$ cat config.mk
export PLATFORM = sky130hd
export DESIGN_NAME = onehot_pulse_decoder_flat
export DESIGN_NICKNAME = d
export VERILOG_FILES = /design/src/rtl/onehot_pulse_decoder_pkg.sv /design/src/rtl/onehot_pulse_decoder_if.sv /design/src/rtl/onehot_pulse_decoder_counter.sv /design/src/rtl/onehot_pulse_decoder.sv /design/src/flat_wrapper.sv
export SDC_FILE = /design/constraint.sdc
export NUM_CORES = 1
export LEC_CHECK = 0
export BUFFER_PORTS_ARGS = -buffer_cell sky130_fd_sc_hd__buf_2
export CORE_UTILIZATION = 49
export CTS_BUF_LIST = sky130_fd_sc_hd__clkbuf_16
export CTS_CLUSTER_DIAMETER = 60
export CTS_CLUSTER_SIZE = 24
export DETAILED_ROUTE_END_ITERATION = 6
export PLACE_DENSITY = 0.76
export SYNTH_ARGS = -nofsm -noshare
export SYNTH_HDL_FRONTEND = slang
export SYNTH_SLANG_ARGS = --single-unit
$ cat constraint.sdc
create_clock -name clk -period 4.7 [get_ports clk]
set_input_delay 0.235 -clock clk [delete_from_list [all_inputs] [get_ports clk]]
set_output_delay 0.235 -clock clk [all_outputs]
set_load 0.01 [all_outputs]
$ cat src/rtl/onehot_pulse_decoder_pkg.sv
// Shared types and helpers for the one-hot pulse decoder: FSM state encoding,
// code-to-one-hot expansion and the hold/gap counter width.
package onehot_pulse_pkg;

  localparam int unsigned MAX_CODE_W = 5;
  localparam int unsigned MAX_N      = 1 << MAX_CODE_W;

  typedef enum logic [1:0] {
    ST_IDLE   = 2'd0,
    ST_ACTIVE = 2'd1,
    ST_GAP    = 2'd2
  } state_t;

  // Counter must hold both HOLD-1 and GAP-1; at least one bit wide.
  function automatic int unsigned cnt_width(input int unsigned hold, input int unsigned gap);
    int unsigned m;
    m = 2;
    if (hold > m) m = hold;
    if (gap > m) m = gap;
    return $clog2(m);
  endfunction

  function automatic logic [MAX_N-1:0] to_onehot(input logic [MAX_CODE_W-1:0] code);
    return MAX_N'(1) << code;
  endfunction

endpackage

$ cat src/rtl/onehot_pulse_decoder_if.sv
// Code/valid request side and one-hot pulse side of the decoder.
interface onehot_pulse_decoder_if #(
  parameter int unsigned CODE_W = 2
);
  localparam int unsigned N = 1 << CODE_W;

  logic [CODE_W-1:0] q;
  logic              v;
  logic              rdy;
  logic [N-1:0]      d;
  logic              busy;
  logic              done;

  modport master (output q, v, input rdy, d, busy, done);
  modport slave  (input q, v, output rdy, d, busy, done);
endinterface

$ cat src/rtl/onehot_pulse_decoder_counter.sv
// Loadable down-counter shared by the hold and gap phases; parks at zero.
module pulse_hold_counter #(
  parameter int unsigned W = 2
) (
  input  logic         clk,
  input  logic         rst,
  input  logic         load,
  input  logic [W-1:0] load_val,
  output logic         zero
);
  logic [W-1:0] cnt;

  always_ff @(posedge clk) begin
    if (rst) begin
      cnt <= '0;
    end else if (load) begin
      cnt <= load_val;
    end else if (cnt != '0) begin
      cnt <= cnt - W'(1);
    end
  end

  assign zero = (cnt == '0);
endmodule

$ cat src/rtl/onehot_pulse_decoder.sv
// Expands a binary code into a one-hot pulse of HOLD cycles followed by GAP idle
// cycles, with a one-entry pending buffer so back-to-back codes are not lost.
module onehot_pulse_decoder
  import onehot_pulse_pkg::*;
#(
  parameter int unsigned CODE_W = 2,
  parameter int unsigned HOLD   = 4,
  parameter int unsigned GAP    = 1
) (
  input  logic                   clk,
  input  logic                   rst,
  onehot_pulse_decoder_if.slave  bus
);
  localparam int unsigned N     = 1 << CODE_W;
  localparam int unsigned CNT_W = cnt_width(HOLD, GAP);
  localparam logic [CNT_W-1:0] HOLD_LD = CNT_W'(HOLD - 1);
  localparam logic [CNT_W-1:0] GAP_LD  = CNT_W'(GAP - 1);
  localparam logic HAS_GAP = (GAP != 0);

  state_t            state, state_nxt;
  logic [CODE_W-1:0] code_r, code_nxt;
  logic [CODE_W-1:0] pend_q, pend_q_nxt;
  logic              pend_v, pend_v_nxt;
  logic              cnt_load;
  logic [CNT_W-1:0]  cnt_load_val;
  logic              cnt_zero;
  logic              accept;
  logic              to_gap;
  logic [N-1:0]      d_r, d_nxt;

  pulse_hold_counter #(.W(CNT_W)) u_cnt (
    .clk      (clk),
    .rst      (rst),
    .load     (cnt_load),
    .load_val (cnt_load_val),
    .zero     (cnt_zero)
  );

  assign bus.rdy = (state == ST_IDLE) | ~pend_v;
  assign accept  = bus.v & bus.rdy;
  assign to_gap  = (state == ST_ACTIVE) & HAS_GAP;

  // State, code and pending registers
  always_ff @(posedge clk) begin
    if (rst) begin
      state  <= ST_IDLE;
      code_r <= '0;
      pend_q <= '0;
      pend_v <= 1'b0;
    end else begin
      state  <= state_nxt;
      code_r <= code_nxt;
      pend_q <= pend_q_nxt;
      pend_v <= pend_v_nxt;
    end
  end

  // Next state; at a boundary the pending code beats a same-cycle input code
  always_comb begin
    state_nxt    = state;
    code_nxt     = code_r;
    pend_q_nxt   = pend_q;
    pend_v_nxt   = pend_v;
    cnt_load     = 1'b0;
    cnt_load_val = HOLD_LD;
    unique case (state)
      ST_IDLE: begin
        if (accept) begin
          state_nxt = ST_ACTIVE;
          code_nxt  = bus.q;
          cnt_load  = 1'b1;
        end
      end
      ST_ACTIVE, ST_GAP: begin
        if (!cnt_zero || to_gap) begin
          if (accept) begin
            pend_q_nxt = bus.q;
            pend_v_nxt = 1'b1;
          end
          if (cnt_zero) begin
            state_nxt    = ST_GAP;
            cnt_load     = 1'b1;
            cnt_load_val = GAP_LD;
          end
        end else if (pend_v) begin
          state_nxt  = ST_ACTIVE;
          code_nxt   = pend_q;
          pend_v_nxt = 1'b0;
          cnt_load   = 1'b1;
        end else if (accept) begin
          state_nxt = ST_ACTIVE;
          code_nxt  = bus.q;
          cnt_load  = 1'b1;
        end else begin
          state_nxt = ST_IDLE;
        end
      end
      default: state_nxt = ST_IDLE;
    endcase
  end

  // Outputs; d is precomputed from the next state so it lines up with ACTIVE
  always_comb begin
    bus.busy = (state != ST_IDLE);
    bus.done = (state == ST_ACTIVE) & cnt_zero;
    d_nxt    = '0;
    if (state_nxt == ST_ACTIVE) begin
      d_nxt = N'(to_onehot(MAX_CODE_W'(code_nxt)));
    end
  end

  always_ff @(posedge clk) begin
    if (rst) begin
      d_r <= '0;
    end else begin
      d_r <= d_nxt;
    end
  end

  assign bus.d = d_r;
endmodule
$ cat src/flat_wrapper.sv
// flat-port wrapper written by rule: the top's interface ports become plain ports
module onehot_pulse_decoder_flat import onehot_pulse_pkg::*;
#(
  parameter int unsigned CODE_W = 2,
  parameter int unsigned HOLD   = 4,
  parameter int unsigned GAP    = 1
)
  (clk, rst, bus_q, bus_v, bus_rdy, bus_d, bus_busy, bus_done);
  onehot_pulse_decoder_if #(.CODE_W(CODE_W)) bus_i ();
  input  logic clk;
  input  logic rst;
  input wire logic [$bits(bus_i.q)-1:0] bus_q;
  input wire logic [$bits(bus_i.v)-1:0] bus_v;
  output wire logic [$bits(bus_i.rdy)-1:0] bus_rdy;
  output wire logic [$bits(bus_i.d)-1:0] bus_d;
  output wire logic [$bits(bus_i.busy)-1:0] bus_busy;
  output wire logic [$bits(bus_i.done)-1:0] bus_done;
  assign bus_i.q = bus_q;
  assign bus_i.v = bus_v;
  assign bus_rdy = bus_i.rdy;
  assign bus_d = bus_i.d;
  assign bus_busy = bus_i.busy;
  assign bus_done = bus_i.done;
  onehot_pulse_decoder #(.CODE_W(CODE_W), .HOLD(HOLD), .GAP(GAP)) u_core (.clk(clk), .rst(rst), .bus(bus_i));
endmodule
==> results of run 1 <==
[sequential cells by signal, indices dropped and copies added, names as in the netlist]
name,cells
u_core.bus.d,4
u_core.code_r,2
u_core.pend_q,2
u_core.state,2
u_core.u_cnt.cnt,2
u_core.pend_v,1
[power breakdown]
group          switching [W]  internal, W  leakage, nW  total, W
combinational       0.000127     0.000106        0.285  0.000233
clock              0.0000452     0.000112       0.0423  0.000157
sequential         0.0000168     0.000137        0.107  0.000154
[kinds of logic after synthesis]
kind of cell	after synthesis
simple gates	24
compound gates	17
buf+inv	13
flops	13
mux	6
fa+ha+maj	5
xor+xnor	1
[per-stage QoR]
step	worst slack [ns]	hold WS, ns	utilization [%]	area, um2
floorplan	2.898	0.3818	-	779.5
global placement	2.777	0.4697	55.63	828.3
detailed placement	2.701	0.4872	55.63	828.3
CTS	2.678	0.2628	60.92	907.1
global route	2.488	0.2639	60.92	907.1
finish	2.679	0.2600	60.92	907.1
[per-layer routing]
metal	up-vias	global-route usage, %	wire length [um]
li1	310	-	-
met1	287	25.21	711
met2	14	31.56	683
met3	5	7.826	76
met4	0	12.26	38
met5	-	0	0
[synth_stat cells (all sizes together), types with 2 or more instances]
master	instances
dfxtp	13
inv	9
nor2	8
ha	5
nand2b	5
mux2i	4
a311oi	3
a21oi	2
and2	2
and4bb	2
buf	2
clkbuf	2
mux2	2
nand2	2
nor4b	2
o211a	2
[final timing paths]
kind / startpoint / end / slack, ns / depth (start not counted)
max: u_core.state[0]$_SDFF_PP0_ / u_core.bus.d[1]$_SDFF_PP0_ / 2.68 / 6
min: bus_q[1] / u_core.pend_q[1]$_SDFFE_PP0P_ / 0.26 / 3
min reg2reg: u_core.pend_q[1]$_SDFFE_PP0P_ / u_core.pend_q[1]$_SDFFE_PP0P_ / 0.49 / 2
max reg2reg: u_core.state[0]$_SDFF_PP0_ / u_core.bus.d[1]$_SDFF_PP0_ / 2.68 / 6
[worst reg2reg max path, stage by stage (launching register included)]
cell and delay [ns]:
dfxtp_1 0.37, inv_1 0.08, ha_1 0.42, and4bb_2 0.30, o211a_1 0.13, a211oi_2 0.33
nor4b_2 0.31
[layout make-up]
class | count | area share, %
Clock inverter | 1 | 0.4138
Timing Repair Buffer | 11 | 6.069
Inverter | 9 | 3.724
Multi-Input combinational cell | 53 | 50.62
Tap cell | 16 | 2.207
Clock buffer | 3 | 8.276
Sequential cell | 13 | 28.69
==> impl_metrics.py, run 1 <==
metrics = {
    "outcome": {
        "outcome": "finished clean",
    },
    "placement": {
        "gp_congestion": 0.7833,
        "dp_hpwl_mm": 1.105,
        "dp_cells": 102,
        "io_buffers": 11,
    },
    "detailed_routing": {
        "ant_nets": 0,
        "dr.pass1.iters": 4,
        "num_vias": 616,
        "viasPerCell": 5.811,
        "drc": 0,
        "routed_wl_mm": 1.510,
        "avgRoutedWirePerCell_um": 14.25,
        "drt_iter0_markers": 23,
    },
    "critical_path": {
        "path_class": "register to register",
        "path_buf_inv": 1,
        "max_stage_delay_ns": 0.42,
        "critPathRequiredTime_ns": 4.84,
        "end_kind": "register",
        "crit_chain": "inv_1 > ha_1 > and4bb_2 > o211a_1 > a211oi_2 > nor4b_2",
        "arrival_ns": 2.16,
        "cpLargestDelayFamily": "simple AND/OR/NAND/NOR gates",
        "startpoint_type": "register",
        "path_max_fanout": 10,
        "crit_path_top_delay_cell": "ha_1",
    },
    "synthesis": {
        "ys_ff_latch": 13,
        "synth_compound_area_share_pct": 19.26,
        "syn_inst": 79,
        "ys.flop_type": "dfxtp_1",
        "synth_edf_count": 0,
        "yosys-top-cells-area": "dfxtp_1 (33%), ha_1 (8.0%), mux2i_1 (5.1%), inv_1 (4.3%), mux2_4 (3.9%)",
        "synth_top_family_by_area": "simple AND/OR/NAND/NOR gates",
        "synth_fa_ha_area_share_pct": 8.026,
        "synth.yosys.seq_area_share_pct": 33.39,
        "yosysUniqueCellTypes": 33,
        "synth_xor_area_share_pct": 1.124,
        "netlist_area_um2": 779.5,
        "synthMuxAreaShare_pct": 8.989,
        "avgSynthCellArea_um2": 9.867,
        "synthesis.nets": 89,
        "yosysWarnings": 0,
        "synth_largest_area_cell": "dfxtp_1",
        "synth_top_area_share_pct": 33.39,
        "async_flop_share_pct": 0,
        "yosys.area_share.simple_pct": 21.51,
    },
    "layout": {
        "layout_common_cells": "dfxtp_1 (13), buf_2 (11), inv_1 (10)",
        "multi_input_area_um2": 459.2,
        "area_growth_pct": 16.37,
        "final_common_cell": "dfxtp_1",
        "fin_cells": 106,
        "final_layout_size_suffix_gt1_share_pct": 25.56,
        "antennaDiodeCount": 0,
        "seq_area_um2": 260.3,
        "nets": 101,
        "fill_cells": 132,
    },
    "sta": {
        "slew_headroom_pct": 64.25,
        "hold_viol_final": 0,
        "tightest_slew_ns": 0.5363,
        "setup_viol": 0,
        "rsz0062_at_grt": "no",
        "max_freq_mhz": 494.7,
        "fin_skew_ns": 0.0009120,
        "finalMaxSlewViolations": 0,
        "finalCritPeriodShare_pct": 43.01,
        "min_period_ns": 2.021,
        "tns_ns": 0,
    },
    "floorplanning": {
        "die_w_um": 41.89,
        "io-pin-count": 12,
        "die-area_um2": 1754,
        "coreArea_um2": 1489,
        "num_rows": 14,
        "start_util_pct": 52.35,
        "die_h_um": 41.89,
    },
    "pwr": {
        "p_per_area_nw_per_um2": 599.5,
        "p_leak_nw": 0.4340,
        "peakVddDrop_mv": 0.3532,
        "power_w": 0.0005438,
    },
    "clocking": {
        "clock-sinks": 13,
        "ctsResizeCount": 0,
        "cts_setup_buffers": 0,
        "cts-hold-fix-buffers": 0,
        "cts_root_buf": "clkbuf_16",
        "cts_tree": "yes",
        "clkTransAtPathRegs_ns": 0.04,
        "htree_num_levels": 1,
        "insertion_delay_ns": 0.24,
        "cts_buffers": 3,
        "clk_path_buf_depth": 2,
    },
    "grt": {
        "grt_pass1_vias": 623,
        "grt_overflow": 0,
        "antenna_found_initial": 0,
        "grt_start_max_net_pins": 11,
        "grt.total_usage_pct": 20.91,
        "grt_pass1_wl_mm": 2.746,
    },
    "run": {
        "cap_violations": 0,
    },
    "worst_hold_path": {
        "worstHoldPathType": "input port to register",
    },
}
Note: power is estimated with default switching activity, not from simulation.
==> inputs of run 2 (changes only) <==
--- a/config.mk
+++ b/config.mk
@@ -6,12 +6,12 @@
 export NUM_CORES = 1
 export LEC_CHECK = 0
 export BUFFER_PORTS_ARGS = -buffer_cell sky130_fd_sc_hd__buf_2
-export CORE_UTILIZATION = 49
+export CORE_UTILIZATION = 48
 export CTS_BUF_LIST = sky130_fd_sc_hd__clkbuf_16
 export CTS_CLUSTER_DIAMETER = 60
 export CTS_CLUSTER_SIZE = 24
 export DETAILED_ROUTE_END_ITERATION = 6
-export PLACE_DENSITY = 0.76
+export PLACE_DENSITY = 0.78
 export SYNTH_ARGS = -nofsm -noshare
 export SYNTH_HDL_FRONTEND = slang
 export SYNTH_SLANG_ARGS = --single-unit
==> constraint.sdc (replaced) <==
create_clock -name clk -period 1.6 [get_ports clk]
set_input_delay 0.08 -clock clk [delete_from_list [all_inputs] [get_ports clk]]
set_output_delay 0.08 -clock clk [all_outputs]
set_load 0.01 [all_outputs]
==> impl_metrics.py, run 2 (same netlist as run 1, synthesis figures left out) <==
metrics = {
    "outcome": {
        "outcome": "finished, violations left",
        "violations": "setup timing",
    },
    "clocking": {
        "clock-sinks": 13,
        "cts-hold-fix-buffers": 0,
        "insertion_delay_ns": 0.25,
        "clkTransAtPathRegs_ns": 0.05,
        "cts_buffers": 3,
        "htree_num_levels": 1,
        "clk_path_buf_depth": 2,
        "cts_root_buf": "clkbuf_16",
        "cts_tree": "yes",
    },
    "critical_path": {
        "r2r-start": "u_core.state[1]$_SDFF_PP0_",
        "r2r_setup_slack_ns": -0.14,
        "critPathRequiredTime_ns": 1.75,
        "cpLargestDelayFamily": "compound AO/OA/AOI/OAI gates",
        "arrival_ns": 1.89,
        "critical_path_depth": 6,
        "path_max_fanout": 4,
        "path_class": "register to register",
        "end_kind": "register",
        "max_stage_delay_ns": 0.36,
        "cp-startpoint": "u_core.state[1]$_SDFF_PP0_",
        "crit_path_top_delay_cell": "dfxtp_4",
        "path_buf_inv": 1,
        "worstReg2RegEnd": "u_core.bus.d[1]$_SDFF_PP0_",
        "crit_end": "u_core.bus.d[1]$_SDFF_PP0_",
        "rr_worst_depth": 6,
        "startpoint_type": "register",
        "crit_chain": "inv_4 > ha_4 > nand2b_4 > a221o_1 > a211oi_2 > nor4b_2",
    },
    "detailed_routing": {
        "ant_nets": 0,
        "dr.pass1.iters": 4,
        "avgRoutedWirePerCell_um": 16.69,
        "routed_wl_mm": 1.969,
        "viasPerCell": 5.924,
        "drt_iter0_markers": 34,
        "drc": 0,
        "num_vias": 699,
    },
    "layout": {
        "final_layout_size_suffix_gt1_share_pct": 46.08,
        "largest_reg_flops": 4,
        "nets": 113,
        "layout_common_cells": "buf_2 (11), dfxtp_1 (11), buf_4 (10)",
        "antennaDiodeCount": 0,
        "area_growth_pct": 38.52,
        "fin_cells": 118,
    },
    "floorplanning": {
        "num_rows": 14,
        "start_util_pct": 51.74,
        "die-area_um2": 1789,
        "die_w_um": 42.30,
        "die_h_um": 42.30,
        "io-pin-count": 12,
        "coreArea_um2": 1506,
    },
    "grt": {
        "grt.total_usage_pct": 22.30,
        "grt_pass1_wl_mm": 3.063,
        "grt_start_max_net_pins": 11,
        "grt_overflow": 0,
        "grt_pass1_vias": 675,
        "antenna_found_initial": 0,
    },
    "sta": {
        "setup_ws_ns": -0.1418,
        "fin_skew_ns": 0.004567,
        "max_freq_mhz": 574.1,
        "whs_ns": 0.1075,
        "slew_headroom_pct": 77.77,
        "finalMaxSlewViolations": 0,
        "setup_viol": 5,
        "tightest_slew_ns": 0.3335,
        "finalCritPeriodShare_pct": 108.9,
        "min_period_ns": 1.742,
        "hold_viol_final": 0,
        "rsz0062_at_grt": "yes",
    },
    "pwr": {
        "p_per_area_nw_per_um2": 1818,
        "p_leak_nw": 0.5025,
        "power_w": 0.001964,
        "peakVddDrop_mv": 1.145,
    },
    "worst_hold_path": {
        "worstHoldPathType": "input port to register",
        "min_path_cells": 3,
    },
    "placement": {
        "place_ws_ns": -0.1447,
        "io_buffers": 11,
        "dp_cells": 111,
        "dp_hpwl_mm": 1.266,
        "gp_congestion": 0.7817,
    },
    "run": {
        "cap_violations": 0,
    },
}
==> run 2: changes by cell type in the layout (fill, tap and decap cells not counted), sizes merged <==
| cell | before | now |
|---|---|---|
| buf | 11 | 23 |
==> run 2: timing repair <==
action | 4_1_cts | 5_1_grt
buffers inserted | 2 | 1
gates resized for setup | 8 | 8
endpoints found under the setup margin | 5 | 8
pin swaps | 4 | 5
==> run 2: per-layer routing <==
metal	global-route usage (%)	share of wire, %
met1	27.81	45
met2	38.46	49
met3	2.586	4.9
met4	9.375	1.5
met5	0	0
==> run 2: worst min path at each step <==
stage	start	end
final	bus_q[0]	u_core.pend_q[0]$_SDFFE_PP0P_
after global routing	bus_q[0]	u_core.pend_q[0]$_SDFFE_PP0P_
after CTS	bus_q[0]	u_core.pend_q[0]$_SDFFE_PP0P_
after detailed placement	bus_q[0]	u_core.pend_q[0]$_SDFFE_PP0P_
after global placement	bus_q[1]	u_core.pend_q[1]$_SDFFE_PP0P_
after floorplan	bus_q[0]	u_core.pend_q[0]$_SDFFE_PP0P_
==> run 2: where the power goes <==
group	switching (W)	total (W)	internal (W)
sequential	0.0000570	0.000463	0.000406
clock	0.000145	0.000476	0.000330
combinational	0.000490	0.00102	0.000535
==> run 2: metrics by stage <==
step	util (%)	setup TNS, ns	instance area, um2
2_1_floorplan	-	-0.09246	815.8
3_3_place_gp	61.21	-0.07424	922.1
3_5_place_dp	61.21	-0.4730	922.1
4_1_cts	69.19	-0.4330	1042
5_1_grt	71.68	-0.7200	1080
6_report	71.68	-0.4792	1080
==> run 2: final cells by class <==
type,instances,area (um2)
Tap cell,16,20.02
Clock inverter,1,3.754
Multi-Input combinational cell,53,524.3
Timing Repair Buffer,23,152.6
Inverter,9,36.28
Fill cell,97,426.7
Sequential cell,13,267.8
Clock buffer,3,75.07
==> run 2: worst min-delay path: cells and delay by family <==
| kind | cells | cell delay, ns |
|---|---|---|
| simple gates | 1 | 0.07 |
| buf+inv | 1 | 0.10 |
| mux | 1 | 0.06 |
==> inputs of run 3 (changes only) <==
--- a/config.mk
+++ b/config.mk
@@ -6,12 +6,12 @@
 export NUM_CORES = 1
 export LEC_CHECK = 0
 export BUFFER_PORTS_ARGS = -buffer_cell sky130_fd_sc_hd__buf_2
-export CORE_UTILIZATION = 48
+export CORE_UTILIZATION = 49
 export CTS_BUF_LIST = sky130_fd_sc_hd__clkbuf_16
 export CTS_CLUSTER_DIAMETER = 60
 export CTS_CLUSTER_SIZE = 24
 export DETAILED_ROUTE_END_ITERATION = 6
-export PLACE_DENSITY = 0.78
+export PLACE_DENSITY = 0.76
 export SYNTH_ARGS = -nofsm -noshare
 export SYNTH_HDL_FRONTEND = slang
 export SYNTH_SLANG_ARGS = --single-unit
==> constraint.sdc (replaced) <==
create_clock -name clk -period 1.8 [get_ports clk]
set_input_delay 0.09 -clock clk [delete_from_list [all_inputs] [get_ports clk]]
set_output_delay 0.09 -clock clk [all_outputs]
set_load 0.01 [all_outputs]
==> impl_metrics.py, run 3 (same netlist as run 1, synthesis figures left out) <==
metrics = {
    "outcome": {
        "outcome": "finished clean",
    },
    "placement": {
        "dp_hpwl_mm": 1.127,
        "io_buffers": 11,
        "place_ws_ns": -0.03702,
        "gp_congestion": 0.7784,
    },
    "grt": {
        "met2_usage_pct": 32.50,
        "grtUsageMet1_pct": 26.56,
        "use_met3_pct": 5.652,
        "busiest_layer": "met2",
        "antenna_found_initial": 0,
        "grt_overflow": 0,
        "grt.total_usage_pct": 20.83,
        "grt_start_max_net_pins": 11,
        "grt_pass1_wl_mm": 2.732,
        "grt_pass1_vias": 633,
    },
    "layout": {
        "final_layout_size_suffix_gt1_share_pct": 38.14,
        "largest_reg_flops": 4,
        "postLayoutCoreUtil_pct": 67.65,
        "nets": 108,
        "area_growth_pct": 29.21,
        "final_common_cell": "dfxtp_1",
        "antennaDiodeCount": 0,
        "layout_common_cells": "dfxtp_1 (12), buf_2 (11), inv_1 (9)",
        "fill_cells": 114,
    },
    "sta": {
        "finalCritPeriodShare_pct": 95.04,
        "setup_viol": 0,
        "fin_skew_ns": 0.001689,
        "rsz0062_at_grt": "no",
        "tns_ns": 0,
        "hold_viol_final": 0,
        "min_period_ns": 1.711,
        "setup_ws_ns": 0.08928,
        "max_freq_mhz": 584.5,
        "tightest_slew_ns": 0.3707,
        "slew_headroom_pct": 75.29,
        "finalMaxSlewViolations": 0,
    },
    "clocking": {
        "cts_buffers": 3,
        "insertion_delay_ns": 0.24,
        "cts_tree": "yes",
        "htree_num_levels": 1,
        "clk_path_buf_depth": 2,
        "cts_root_buf": "clkbuf_16",
        "cts-hold-fix-buffers": 0,
        "cts_setup_buffers": 0,
        "clkTransAtPathRegs_ns": 0.04,
        "clock-sinks": 13,
    },
    "detailed_routing": {
        "viasPerCell": 5.673,
        "avgRoutedWirePerCell_um": 14.25,
        "drc": 0,
        "dr.pass1.iters": 4,
        "drt_iter0_markers": 17,
        "num_vias": 641,
        "ant_nets": 0,
        "routed_wl_mm": 1.610,
    },
    "pwr": {
        "p_leak_nw": 0.4776,
        "power.net_switching_w": 0.0005433,
        "p_per_area_nw_per_um2": 1567,
        "pwr-share-comb_pct": 48.2,
        "peakVddDrop_mv": 0.7211,
        "share_seq_of_total_power_pct": 25.6,
        "p_clk_share_pct": 26.3,
        "power_w": 0.001578,
        "sw_frac_of_total_pct": 34.43,
        "intPower_w": 0.001035,
    },
    "critical_path": {
        "rr_worst_depth": 7,
        "startpoint_type": "register",
        "path_class": "register to register",
        "arrival_ns": 1.82,
        "critPathRequiredTime_ns": 1.91,
        "crit_chain": "inv_2 > ha_2 > nand2b_4 > a221o_1 > a211oi_2 > buf_4 > nor4_1",
        "crit_path_top_delay_cell": "dfxtp_1",
        "end_kind": "register",
        "path_max_fanout": 4,
        "max_stage_delay_ns": 0.36,
        "r2r_setup_slack_ns": 0.09,
        "r2r-start": "u_core.state[1]$_SDFF_PP0_",
        "worstReg2RegEnd": "u_core.bus.d[3]$_SDFF_PP0_",
    },
    "floorplanning": {
        "die_h_um": 41.89,
        "die_w_um": 41.89,
        "num_rows": 14,
        "die-area_um2": 1754,
        "coreArea_um2": 1489,
        "io-pin-count": 12,
        "start_util_pct": 52.35,
    },
    "worst_hold_path": {
        "worstHoldPathType": "input port to register",
        "min_from": "bus_q[1]",
        "min_path_cells": 3,
        "holdPathEnd": "u_core.pend_q[1]$_SDFFE_PP0P_",
    },
    "run": {
        "cap_violations": 0,
    },
}
-- run 3: critical path, delay by kind of cell, from the launching register on --
family / cells / cell delay [ns]
AO/OA/AOI/OAI: 2 / 0.61
adder cells (fa/ha/maj): 1 / 0.17
buffers and inverters: 2 / 0.25
flip-flops: 1 / 0.36
AND/OR/NAND/NOR: 2 / 0.20
-- run 3: through the flow --
stage | instances | hold slack, ns | area, um2
finish | 113 | 0.1177 | 1007
floorplan | 79 | 0.2368 | 790.8
global route | 113 | 0.1515 | 1007
CTS | 113 | 0.1182 | 983.4
global placement | 109 | 0.3547 | 892.1
detailed placement | 109 | 0.3632 | 892.1
-- run 3: repair_timing --
action                                  CTS  global route
pin swaps                                 0             2
endpoints found under the setup margin    3             5
hold endpoints to repair                  0             0
resized for setup                         1             7
-- run 3: layout make-up --
class                           instances  area (um2)  area share [%]
Clock buffer                            3       75.07           7.453
Clock inverter                          1       3.754          0.3727
Inverter                                9       33.78           3.354
Multi-Input combinational cell         53       505.5           50.19
Sequential cell                        13       261.5           25.96
Tap cell                               16       20.02           1.988
Timing Repair Buffer                   18       107.6           10.68
-- run 3: worst max-delay path by stage --
stage	cells after the start	slack, ns	endpoint	start
5_1_grt	5	0.009	u_core.bus.d[3]$_SDFF_PP0_	u_core.state[0]$_SDFF_PP0_
6_report	7	0.09	u_core.bus.d[3]$_SDFF_PP0_	u_core.state[1]$_SDFF_PP0_
2_1_floorplan	6	0.0008	u_core.bus.d[1]$_SDFF_PP0_	u_core.state[0]$_SDFF_PP0_
4_1_cts	7	0.008	u_core.bus.d[2]$_SDFF_PP0_	u_core.state[1]$_SDFF_PP0_
3_5_place_dp	6	-0.04	u_core.bus.d[2]$_SDFF_PP0_	u_core.state[0]$_SDFF_PP0_
3_3_place_gp	6	0.02	u_core.bus.d[2]$_SDFF_PP0_	u_core.state[0]$_SDFF_PP0_
-- run 3: power groups by stage --
stage | clock network [W] | logic, W | registers, W
final | 0.000414 | 0.000761 | 0.000403
after global routing | 0.000437 | 0.000830 | 0.000412
after CTS | 0.000422 | 0.000726 | 0.000401
after detailed placement | 0 | 0.000689 | 0.000406
after global placement | 0 | 0.000678 | 0.000403
after floorplan | 0 | 0.000502 | 0.000406
-- run 3: metal layers --
metal	vias up	share of wire [%]	wire (um)
met5	-	0	0
met4	0	2.2	36
met3	5	3.0	48
met2	9	48	775
met1	308	47	749
li1	319	-	-
